[config.mk]
export PLATFORM = sky130hd
export DESIGN_NAME = ps2_kbd_ctrl
export DESIGN_NICKNAME = d
export VERILOG_FILES = /design/src/rtl/ps2_kbd_pkg.sv /design/src/rtl/ps2_event_fifo.sv /design/src/rtl/ps2_kbd_ctrl.sv
export SDC_FILE = /design/constraint.sdc
export NUM_CORES = 1
export LEC_CHECK = 0
export BUFFER_PORTS_ARGS = -buffer_cell sky130_fd_sc_hd__buf_4
export CAP_MARGIN = 20
export CORE_AREA = 2 2 123 125
export DETAILED_ROUTE_END_ITERATION = 7
export DIE_AREA = 0 0 125 127
export PLACE_DENSITY_LB_ADDON = 0.25
export REMOVE_ABC_BUFFERS = 1
export SKIP_CTS_REPAIR_TIMING = 1
export SLEW_MARGIN = 20
export SYNTH_ARGS = -nofsm -noshare
export SYNTH_HDL_FRONTEND = slang
export SYNTH_SLANG_ARGS = --single-unit
[constraint.sdc]
create_clock -name clk -period 9.8 [get_ports clk]
set_clock_uncertainty 0.2 [all_clocks]
set_input_delay 0.49 -clock clk [delete_from_list [all_inputs] [get_ports clk]]
set_output_delay 0.49 -clock clk [all_outputs]
set_load 0.01 [all_outputs]
[src/rtl/ps2_kbd_pkg.sv]
// ps2_kbd_pkg
// Shared definitions for the PS/2 keyboard event controller:
//   - kbd_state_e : byte-assembly FSM states
//   - PS2_PFX_*   : prefix bytes that start multi-byte sequences
//   - PAUSE_SKIP  : number of bytes that follow E1 in the Pause sequence
//   - EV_*        : event word layout ({ext, brk, code})
package ps2_kbd_pkg;

    typedef enum logic [2:0] {
        IDLE    = 3'd0,
        EXT     = 3'd1,
        BRK     = 3'd2,
        EXT_BRK = 3'd3,
        PAUSE   = 3'd4
    } kbd_state_e;

    localparam logic [7:0] PS2_PFX_EXT   = 8'hE0;
    localparam logic [7:0] PS2_PFX_BRK   = 8'hF0;
    localparam logic [7:0] PS2_PFX_PAUSE = 8'hE1;

    localparam logic [2:0] PAUSE_SKIP = 3'd7;

    localparam int EV_W   = 10;
    localparam int EV_EXT = 9;
    localparam int EV_BRK = 8;

    function automatic logic [EV_W-1:0] make_event(input logic ext, input logic brk,
                                                   input logic [7:0] code);
        logic [EV_W-1:0] ev;
        ev         = {2'b00, code};
        ev[EV_EXT] = ext;
        ev[EV_BRK] = brk;
        return ev;
    endfunction

endpackage

[src/rtl/ps2_event_fifo.sv]
// ps2_event_fifo
// Synchronous FIFO holding keyboard events; head is shown combinationally
// (0 when empty) so a pushed entry appears one cycle after the push.
// Ports:
//   clk, reset         : clock, synchronous active-high reset (empties FIFO)
//   push, push_data    : write request and data
//   pop                : read request (ignored when empty)
//   head               : oldest entry, 0 when empty
//   full, empty, count : occupancy status
// A push into a full FIFO is accepted only if a pop happens in the same
// cycle, which frees the slot being written.
module ps2_event_fifo #(
    parameter int DEPTH = 8,
    parameter int W     = 10
) (
    input  logic                     clk,
    input  logic                     reset,
    input  logic                     push,
    input  logic [W-1:0]             push_data,
    input  logic                     pop,
    output logic [W-1:0]             head,
    output logic                     full,
    output logic                     empty,
    output logic [$clog2(DEPTH):0]   count
);
    localparam int AW = $clog2(DEPTH);

    logic [W-1:0]  mem [DEPTH];
    logic [AW-1:0] wr_ptr_q, wr_ptr_d;
    logic [AW-1:0] rd_ptr_q, rd_ptr_d;
    logic [AW:0]   count_q, count_d;
    logic          do_push, do_pop;

    always_comb begin
        do_pop   = pop & (count_q != '0);
        do_push  = push & ((count_q != (AW+1)'(DEPTH)) | do_pop);
        // Power-of-two depth: pointers wrap by natural overflow.
        wr_ptr_d = wr_ptr_q + AW'(do_push);
        rd_ptr_d = rd_ptr_q + AW'(do_pop);
        count_d  = count_q + (AW+1)'(do_push) - (AW+1)'(do_pop);
    end

    always_ff @(posedge clk) begin
        if (reset) begin
            wr_ptr_q <= '0;
            rd_ptr_q <= '0;
            count_q  <= '0;
        end else begin
            wr_ptr_q <= wr_ptr_d;
            rd_ptr_q <= rd_ptr_d;
            count_q  <= count_d;
        end
    end

    always_ff @(posedge clk) begin
        if (do_push) begin
            mem[wr_ptr_q] <= push_data;
        end
    end

    assign empty = (count_q == '0);
    assign full  = (count_q == (AW+1)'(DEPTH));
    assign count = count_q;
    assign head  = empty ? '0 : mem[rd_ptr_q];

endmodule

[src/rtl/ps2_kbd_ctrl.sv]
// ps2_kbd_ctrl
// Turns raw PS/2 scan-code bytes into keyboard events (make/break,
// standard/extended, Pause), queues them for the CPU and raises a level
// interrupt while events are pending.
// Ports:
//   clk, reset          : clock, synchronous active-high reset
//   rx_valid, rx_data   : byte from the decoder, taken on rx_valid 0->1
//   ev_data             : FIFO head {ext, brk, code}, 0 when empty
//   ev_empty, ev_count  : FIFO status
//   ev_rd               : pop one event per cycle high
//   irq_en, irq         : interrupt enable / level interrupt
//   ovf, seq_err        : sticky overflow / sequence-timeout flags
//   err_clr             : clears the sticky flags (a same-cycle set wins)
//   ps2_clk_inhibit     : PS/2 clock pull-low request
// Build option: define PS2_INHIBIT_EN to hold the keyboard off while the
// FIFO is nearly full; otherwise ps2_clk_inhibit is tied low.
module ps2_kbd_ctrl
    import ps2_kbd_pkg::*;
#(
    parameter int FIFO_DEPTH     = 8,
    parameter int TIMEOUT_CYCLES = 20000,
    parameter int CNT_W          = 15
) (
    input  logic                          clk,
    input  logic                          reset,
    input  logic                          rx_valid,
    input  logic [7:0]                    rx_data,
    output logic [EV_W-1:0]               ev_data,
    output logic                          ev_empty,
    output logic [$clog2(FIFO_DEPTH):0]   ev_count,
    input  logic                          ev_rd,
    input  logic                          irq_en,
    output logic                          irq,
    output logic                          ovf,
    output logic                          seq_err,
    input  logic                          err_clr,
    output logic                          ps2_clk_inhibit
);
    localparam int CW = $clog2(FIFO_DEPTH) + 1;

    kbd_state_e       state_q, state_d;
    logic [2:0]       skip_q, skip_d;
    logic [CNT_W-1:0] tmo_q, tmo_d;
    logic             rx_valid_q;
    logic             ovf_q, ovf_d;
    logic             seq_err_q, seq_err_d;
    logic             byte_stb;
    logic             timeout;
    logic             push;
    logic [EV_W-1:0]  push_data;
    logic             fifo_full;

    always_comb begin
        byte_stb  = rx_valid & ~rx_valid_q;
        state_d   = state_q;
        skip_d    = skip_q;
        tmo_d     = '0;
        push      = 1'b0;
        push_data = '0;
        timeout   = 1'b0;

        if (state_q != IDLE) begin
            tmo_d = tmo_q + CNT_W'(1);
        end

        if (byte_stb) begin
            tmo_d = '0;
            case (state_q)
                IDLE: begin
                    if (rx_data == PS2_PFX_EXT) begin
                        state_d = EXT;
                    end else if (rx_data == PS2_PFX_BRK) begin
                        state_d = BRK;
                    end else if (rx_data == PS2_PFX_PAUSE) begin
                        state_d = PAUSE;
                        skip_d  = PAUSE_SKIP;
                    end else begin
                        push      = 1'b1;
                        push_data = make_event(1'b0, 1'b0, rx_data);
                    end
                end
                EXT: begin
                    if (rx_data == PS2_PFX_BRK) begin
                        state_d = EXT_BRK;
                    end else begin
                        push      = 1'b1;
                        push_data = make_event(1'b1, 1'b0, rx_data);
                        state_d   = IDLE;
                    end
                end
                BRK: begin
                    push      = 1'b1;
                    push_data = make_event(1'b0, 1'b1, rx_data);
                    state_d   = IDLE;
                end
                EXT_BRK: begin
                    push      = 1'b1;
                    push_data = make_event(1'b1, 1'b1, rx_data);
                    state_d   = IDLE;
                end
                PAUSE: begin
                    // Every byte after E1 is swallowed; the last one emits
                    // the single Pause event.
                    if (skip_q == 3'd1) begin
                        push      = 1'b1;
                        push_data = make_event(1'b1, 1'b0, PS2_PFX_PAUSE);
                        state_d   = IDLE;
                    end else begin
                        skip_d = skip_q - 3'd1;
                    end
                end
                default: state_d = IDLE;
            endcase
        end else if ((state_q != IDLE) && (tmo_q == CNT_W'(TIMEOUT_CYCLES - 1))) begin
            // The counter would reach TIMEOUT_CYCLES this cycle.
            timeout = 1'b1;
            state_d = IDLE;
            tmo_d   = '0;
        end

        ovf_d     = (ovf_q & ~err_clr) | (push & fifo_full & ~ev_rd);
        seq_err_d = (seq_err_q & ~err_clr) | timeout;
    end

    always_ff @(posedge clk) begin
        if (reset) begin
            // Preload the edge detector so a level already high is not a byte.
            rx_valid_q <= rx_valid;
            state_q    <= IDLE;
            skip_q     <= '0;
            tmo_q      <= '0;
            ovf_q      <= 1'b0;
            seq_err_q  <= 1'b0;
        end else begin
            rx_valid_q <= rx_valid;
            state_q    <= state_d;
            skip_q     <= skip_d;
            tmo_q      <= tmo_d;
            ovf_q      <= ovf_d;
            seq_err_q  <= seq_err_d;
        end
    end

    ps2_event_fifo #(
        .DEPTH (FIFO_DEPTH),
        .W     (EV_W)
    ) u_fifo (
        .clk       (clk),
        .reset     (reset),
        .push      (push),
        .push_data (push_data),
        .pop       (ev_rd),
        .head      (ev_data),
        .full      (fifo_full),
        .empty     (ev_empty),
        .count     (ev_count)
    );

    assign irq     = irq_en & ~ev_empty;
    assign ovf     = ovf_q;
    assign seq_err = seq_err_q;

`ifdef PS2_INHIBIT_EN
    assign ps2_clk_inhibit = (ev_count >= CW'(FIFO_DEPTH - 1)) && (state_q == IDLE);
`else
    assign ps2_clk_inhibit = 1'b0;
`endif

endmodule
# After elaboration in Yosys (flattened, before gate mapping)
# Memories as Yosys holds them, arrays and structs flattened. A register that Yosys moved wholly into a read port is not among the register bits.
# Index checks and enable logic that the tools add are counted.
# classes
mux	33
bitwise_logic	16
n_eq_ne	17
reduce_logical	11
addsub	6
# ops
operator	n
$pmux 10 s5	1
$mux 10	4
$mux 3	11
$eq 8x8->1 const B	3
$mux 8	3
$add 15x1->15 const B	1
$eq 15x15->1 const B	1
$mux 1	10
$pmux 3 s3	1
$and 1x1->1	8
$ne 2x2->1 const B	4
$add 3x1->3	2
$eq 3x1->1 const B	2
$eq 3x2->1 const B	2
$pmux 3 s2	1
$reduce_and 6->1	1
$ne 5x5->1 const B	1
$not 1->1	5
$add 4x1->4	1
$eq 4x4->1 const B	1
$logic_not 4->1	1
$ne 4x4->1 const B	1
$pmux 1 s4	1
$reduce_bool 2->1	2
other kinds (13)	15
# totals
mem_bits_rw	80
ff_bits	34
memories	1
wordCells	93
# memory_table
memory	words	word_bits	read_ports	rd_clocked_by_memory_dff	write_ports	line	text
u_fifo.mem	8	10	1	1	1	ps2_event_fifo.sv:28	logic [W-1:0] mem [DEPTH];

# Depth between registers and ports, before layout
# logic_depth
depth_word	9
depth_mapped	11

# Hierarchy
# Synthesis repeated with hierarchy kept, for this count alone.
# unflattened
hier_cells	347
area_unflattened_um2	4936.0
# modules_own_cells
mod	area_each_um2	n_inst	cells_each	seq_area_each_um2
ps2_event_fifo	3592.2	1	181	2602.5
ps2_kbd_ctrl	1343.8	1	166	480.5

# Worst setup path before layout
# No wires, ideal clock.
# synth_path
path_type	reg-to-reg
start	reg state_q[1]
end	mem u_fifo.mem[2][0], enable pin
stages_incl_launch_ff	6
period_less_slack_ps	3262
n_path_buf	1
slack_ps	6538
required_time_ps	9193
arrival_ps	2654
cell_sequence	dfxtp_1 or3b_2 clkbuf_1 o221ai_1 o211ai_1 nor4b_1
# synth_via
elab_chain_cells	7
# synth_rtl
item	line	text
from (decl)	ps2_kbd_ctrl.sv:41	kbd_state_e state_q, state_d;
from (signal assigned)	ps2_kbd_ctrl.sv:136	state_q <= state_d;
$eq 3x2->1	ps2_kbd_ctrl.sv:68	case (state_q)
$reduce_or 2->1 (no line)	n/a	
$pmux 1 s4 (*)	ps2_kbd_ctrl.sv:68	
$mux 1 (*)	ps2_kbd_ctrl.sv:66	if (byte_stb) begin
$and 1x1->1 (*)	ps2_event_fifo.sv:36	do_push = push & ((count_q != (AW+1)'(DEPTH)) | do_pop);
$mux 1 (*)	ps2_event_fifo.sv:56	if (do_push) begin
$mux 1 (implied by the code) (*)	ps2_event_fifo.sv:57	mem[wr_ptr_q] <= push_data;
to (decl)	ps2_event_fifo.sv:28	
# Mark *: on every way between the ends. The rest lies on a longest branch, timed or not.

# Worst setup path after layout
# layout_path
start	reg state_q[2]
end	mem u_fifo.mem[7][3], enable pin
# Same word-level chain as after synthesis.

==> flow_summary_export.csv <==
group,metric,value,unit
cts,cts_tree,"yes",
cts,worstSkewPairLatency,0.40,ns
power,switching_share,25.0,%
floorplanning,fp.dieW,125,µm
floorplanning,row_count,44,
global_routing,grt_first_pass_wirelength,16500,µm
worst_setup_path,worstPathArrival,3.06,ns
cts,cts.sinks,114,
power,p_switching,0.359,mW
drt,wl_per_cell,16.6,µm
cells_and_area,post-route-util,42.0,%
sta,post-route-period-util,33.1,%
cts,cts_buffers,17,
yosys,ys_seq_elements,114,
worst_setup_path,start_kind,"flip-flop",
power,power_frac_seq,38.6,%
cts,clkTransAtPathRegs,0.05,ns
sta,rsz0062_at_grt,"no",
worst_setup_path,reg2reg_from,"state_q[2]",
drt,ant_nets,0,
outcome,outcome,"completed",
yosys,synth_cell_types,49,
worst_setup_path,slowest_delay,0.72,ns
worst_setup_path,criticalPathCategory,"reg -> reg",
placement,io_buffers,31,
drt,vias,3024,
placement,dp_cells,566,
worst_setup_path,rr_endpoint,"u_fifo.mem[7][3]",
placement,detailed_place_hpwl,6770,µm
floorplanning,initial_core_util,34.6,%
sta,relSlewSlack,31.7,%
cts,clockRootBuffer,"clkbuf_16",
worst_setup_path,cp_num_buf_inv,1,
sta,fmax,308,MHz
yosys,synth_top_area_share,48.1,%
worst_setup_path,critPathCapture,"u_fifo.mem[7][3]",
worst_setup_path,crit_start,"state_q[2]",
worst_setup_path,crit_cells,5,
power,comb_power_share,19.8,%
cells_and_area,final_cell_mix,"edfxtp_1 (80), nor2_1 (38), buf_4 (35)",
yosys,synthFlopType,"edfxtp_1",
worst_setup_path,critPathTopFamily,"simple AND/OR/NAND/NOR gates",
run,maxCapViolCount,0,
power,intPower,1.07,mW
yosys,postSynthCellCount,363,
power,leakage,2.05,nW
placement,pre_cts_ws,6.35,ns
cells_and_area,layout-area-overhead-vs-synth,21.4,%
global_routing,antenna_found_initial,0,
drt,drtPass1Iterations,6,
power,ir_drop,97.0,µV
worst_setup_path,crit_required,9.61,ns
placement,gp_congestion,0.873,
cts,htree_num_levels,4,
floorplanning,coreArea,0.0144,mm²
global_routing,grt_max_degree,22,
cells_and_area,final_common_cell,"edfxtp_1",
worst_setup_path,r2r_slack,6.55,ns
yosys,yosys-top-cells-area,"edfxtp_1 (48%), dfxtp_1 (14%), mux4_2 (9.0%)",
yosys,synth_warnings,0,
floorplanning,die_h,127,µm
floorplanning,io_pins,33,
cells_and_area,drive_gt1_share,22.7,%
drt,viasPerCell,5.05,
sta,tightest_slew,1.02,ns
yosys,syn_area,0.00499,mm²
drt,drt_iter0_markers,185,
worst_setup_path,r2r_cells,5,
sta,setup_slack,6.55,ns
worst_setup_path,end_kind,"flip-flop",
power,p_per_area,237,mW/mm²
power,clockPowerShare,41.7,%
global_routing,grt_usage,13.3,%
sta,setup_violations,0,
yosys,synth_area_per_cell,13.7,µm²
drt,remaining_drc_errors,0,
sta,drv_slew,0,
cells_and_area,antenna-diode-count,0,
cells_and_area,final_net_count,430,
yosys,ys_async_sr_fraction,0,%
cells_and_area,stdcell_count,599,
yosys,ys_seq_area_share,61.8,%
min_path,worstHoldPathType,"in -> reg",
sta,hold_viol_final,0,
sta,fin_tns_setup,0,ns
yosys,synth_edf_count,80,
yosys,synth_top_area_cell,"edfxtp_1",
global_routing,grt_pass1_vias,3059,
floorplanning,die_area,0.0159,mm²
cts,clockBufferDepth,2,
sta,period_minus_slack,3.25,ns
global_routing,grt-ovfl-total,0,
cells_and_area,fill_cells,1333,
worst_setup_path,critical_path.max_fanout,12,
worst_setup_path,crit_chain,"or3b_2 -> o221ai_1 -> o211ai_1 -> clkbuf_4 -> nor2_1",
worst_setup_path,crit_path_top_delay_cell,"nor2_1",
drt,wl,9960,µm
[cells in the mapped netlist, drive strengths merged, types with 7 or more instances]
master	count
edfxtp	80
nor2	38
dfxtp	34
mux4	20
inv	16
ha	13
xnor2	12
clkbuf	11
nand2	11
mux2i	10
a21oi	9
nor3	9
nor4	9
nand3	8
nor2b	8
nand2b	7
[layer usage]
metal  share of wire, %  vias to the layer above  GRT usage [%]
li1                   -                     1448              -
met1                 48                     1489           18.2
met2                 47                       83           20.9
met3                4.4                        4           3.98
met4               0.44                        0           3.73
met5                  0                        -              0
[sequential cells by signal, indices dropped and copies added (netlist names)]
signal,flops
state_q,3
u_fifo.rd_ptr_q,3
seq_err,1
tmo_q,15
u_fifo.wr_ptr_q,3
rx_valid_q,1
u_fifo.count,4
skip_q,3
u_fifo.mem,80
ovf,1
[worst min path at each step]
stage	slack, ns	cells after the start	end	start
after global placement	0.24	1	tmo_q[0]	tmo_q[0]
after CTS	-0.001	1	rx_valid_q	rx_valid
after global routing	0.001	1	rx_valid_q	rx_valid
final	0.02	1	rx_valid_q	rx_valid
after detailed placement	0.26	1	tmo_q[0]	tmo_q[0]
after floorplan	0.23	1	tmo_q[0]	tmo_q[0]
[power groups by stage]
stage / Sequential [mW] / Combinational (mW) / Clock, mW
CTS: 0.553 / 0.289 / 0.609
finish: 0.553 / 0.284 / 0.597
floorplan: 0.574 / 0.164 / 0
global placement: 0.562 / 0.283 / 0
detailed placement: 0.562 / 0.288 / 0
global route: 0.556 / 0.318 / 0.633
[layout make-up]
class | count | area, µm² | area share [%]
repair buffers | 36 | 270 | 4.46
well taps | 184 | 230 | 3.80
multi-input cells | 217 | 1840 | 30.3
inverters | 16 | 60.1 | 0.992
clock inverters | 12 | 139 | 2.29
flip-flops and latches | 114 | 3080 | 50.9
clock buffers | 20 | 437 | 7.21
[logic make-up (layout without fill, tap and decap cells)]
kind of cell    Yosys count  count (layout)  share of synthesized area (%)
simple gates            126             126                           13.7
fa+ha+maj                14              14                           3.66
other cells               1               1                         0.0751
mux                      30              30                           11.0
compound gates           28              28                           3.84
buf+inv                  32              84                           2.73
xor+xnor                 18              18                           3.16
flops                   114             114                           61.8
[through the flow]
stage | hold WS, ns | power [mW] | cell area (µm²)
6_report | 0.0197 | 1.43 | 6060
5_1_grt | 0.00147 | 1.51 | 6060
4_1_cts | -0.00150 | 1.45 | 6010
3_5_place_dp | 0.257 | 0.850 | 5440
3_3_place_gp | 0.243 | 0.845 | 5440
2_1_floorplan | 0.230 | 0.738 | 4910
Power figures use the tool's default switching activity.
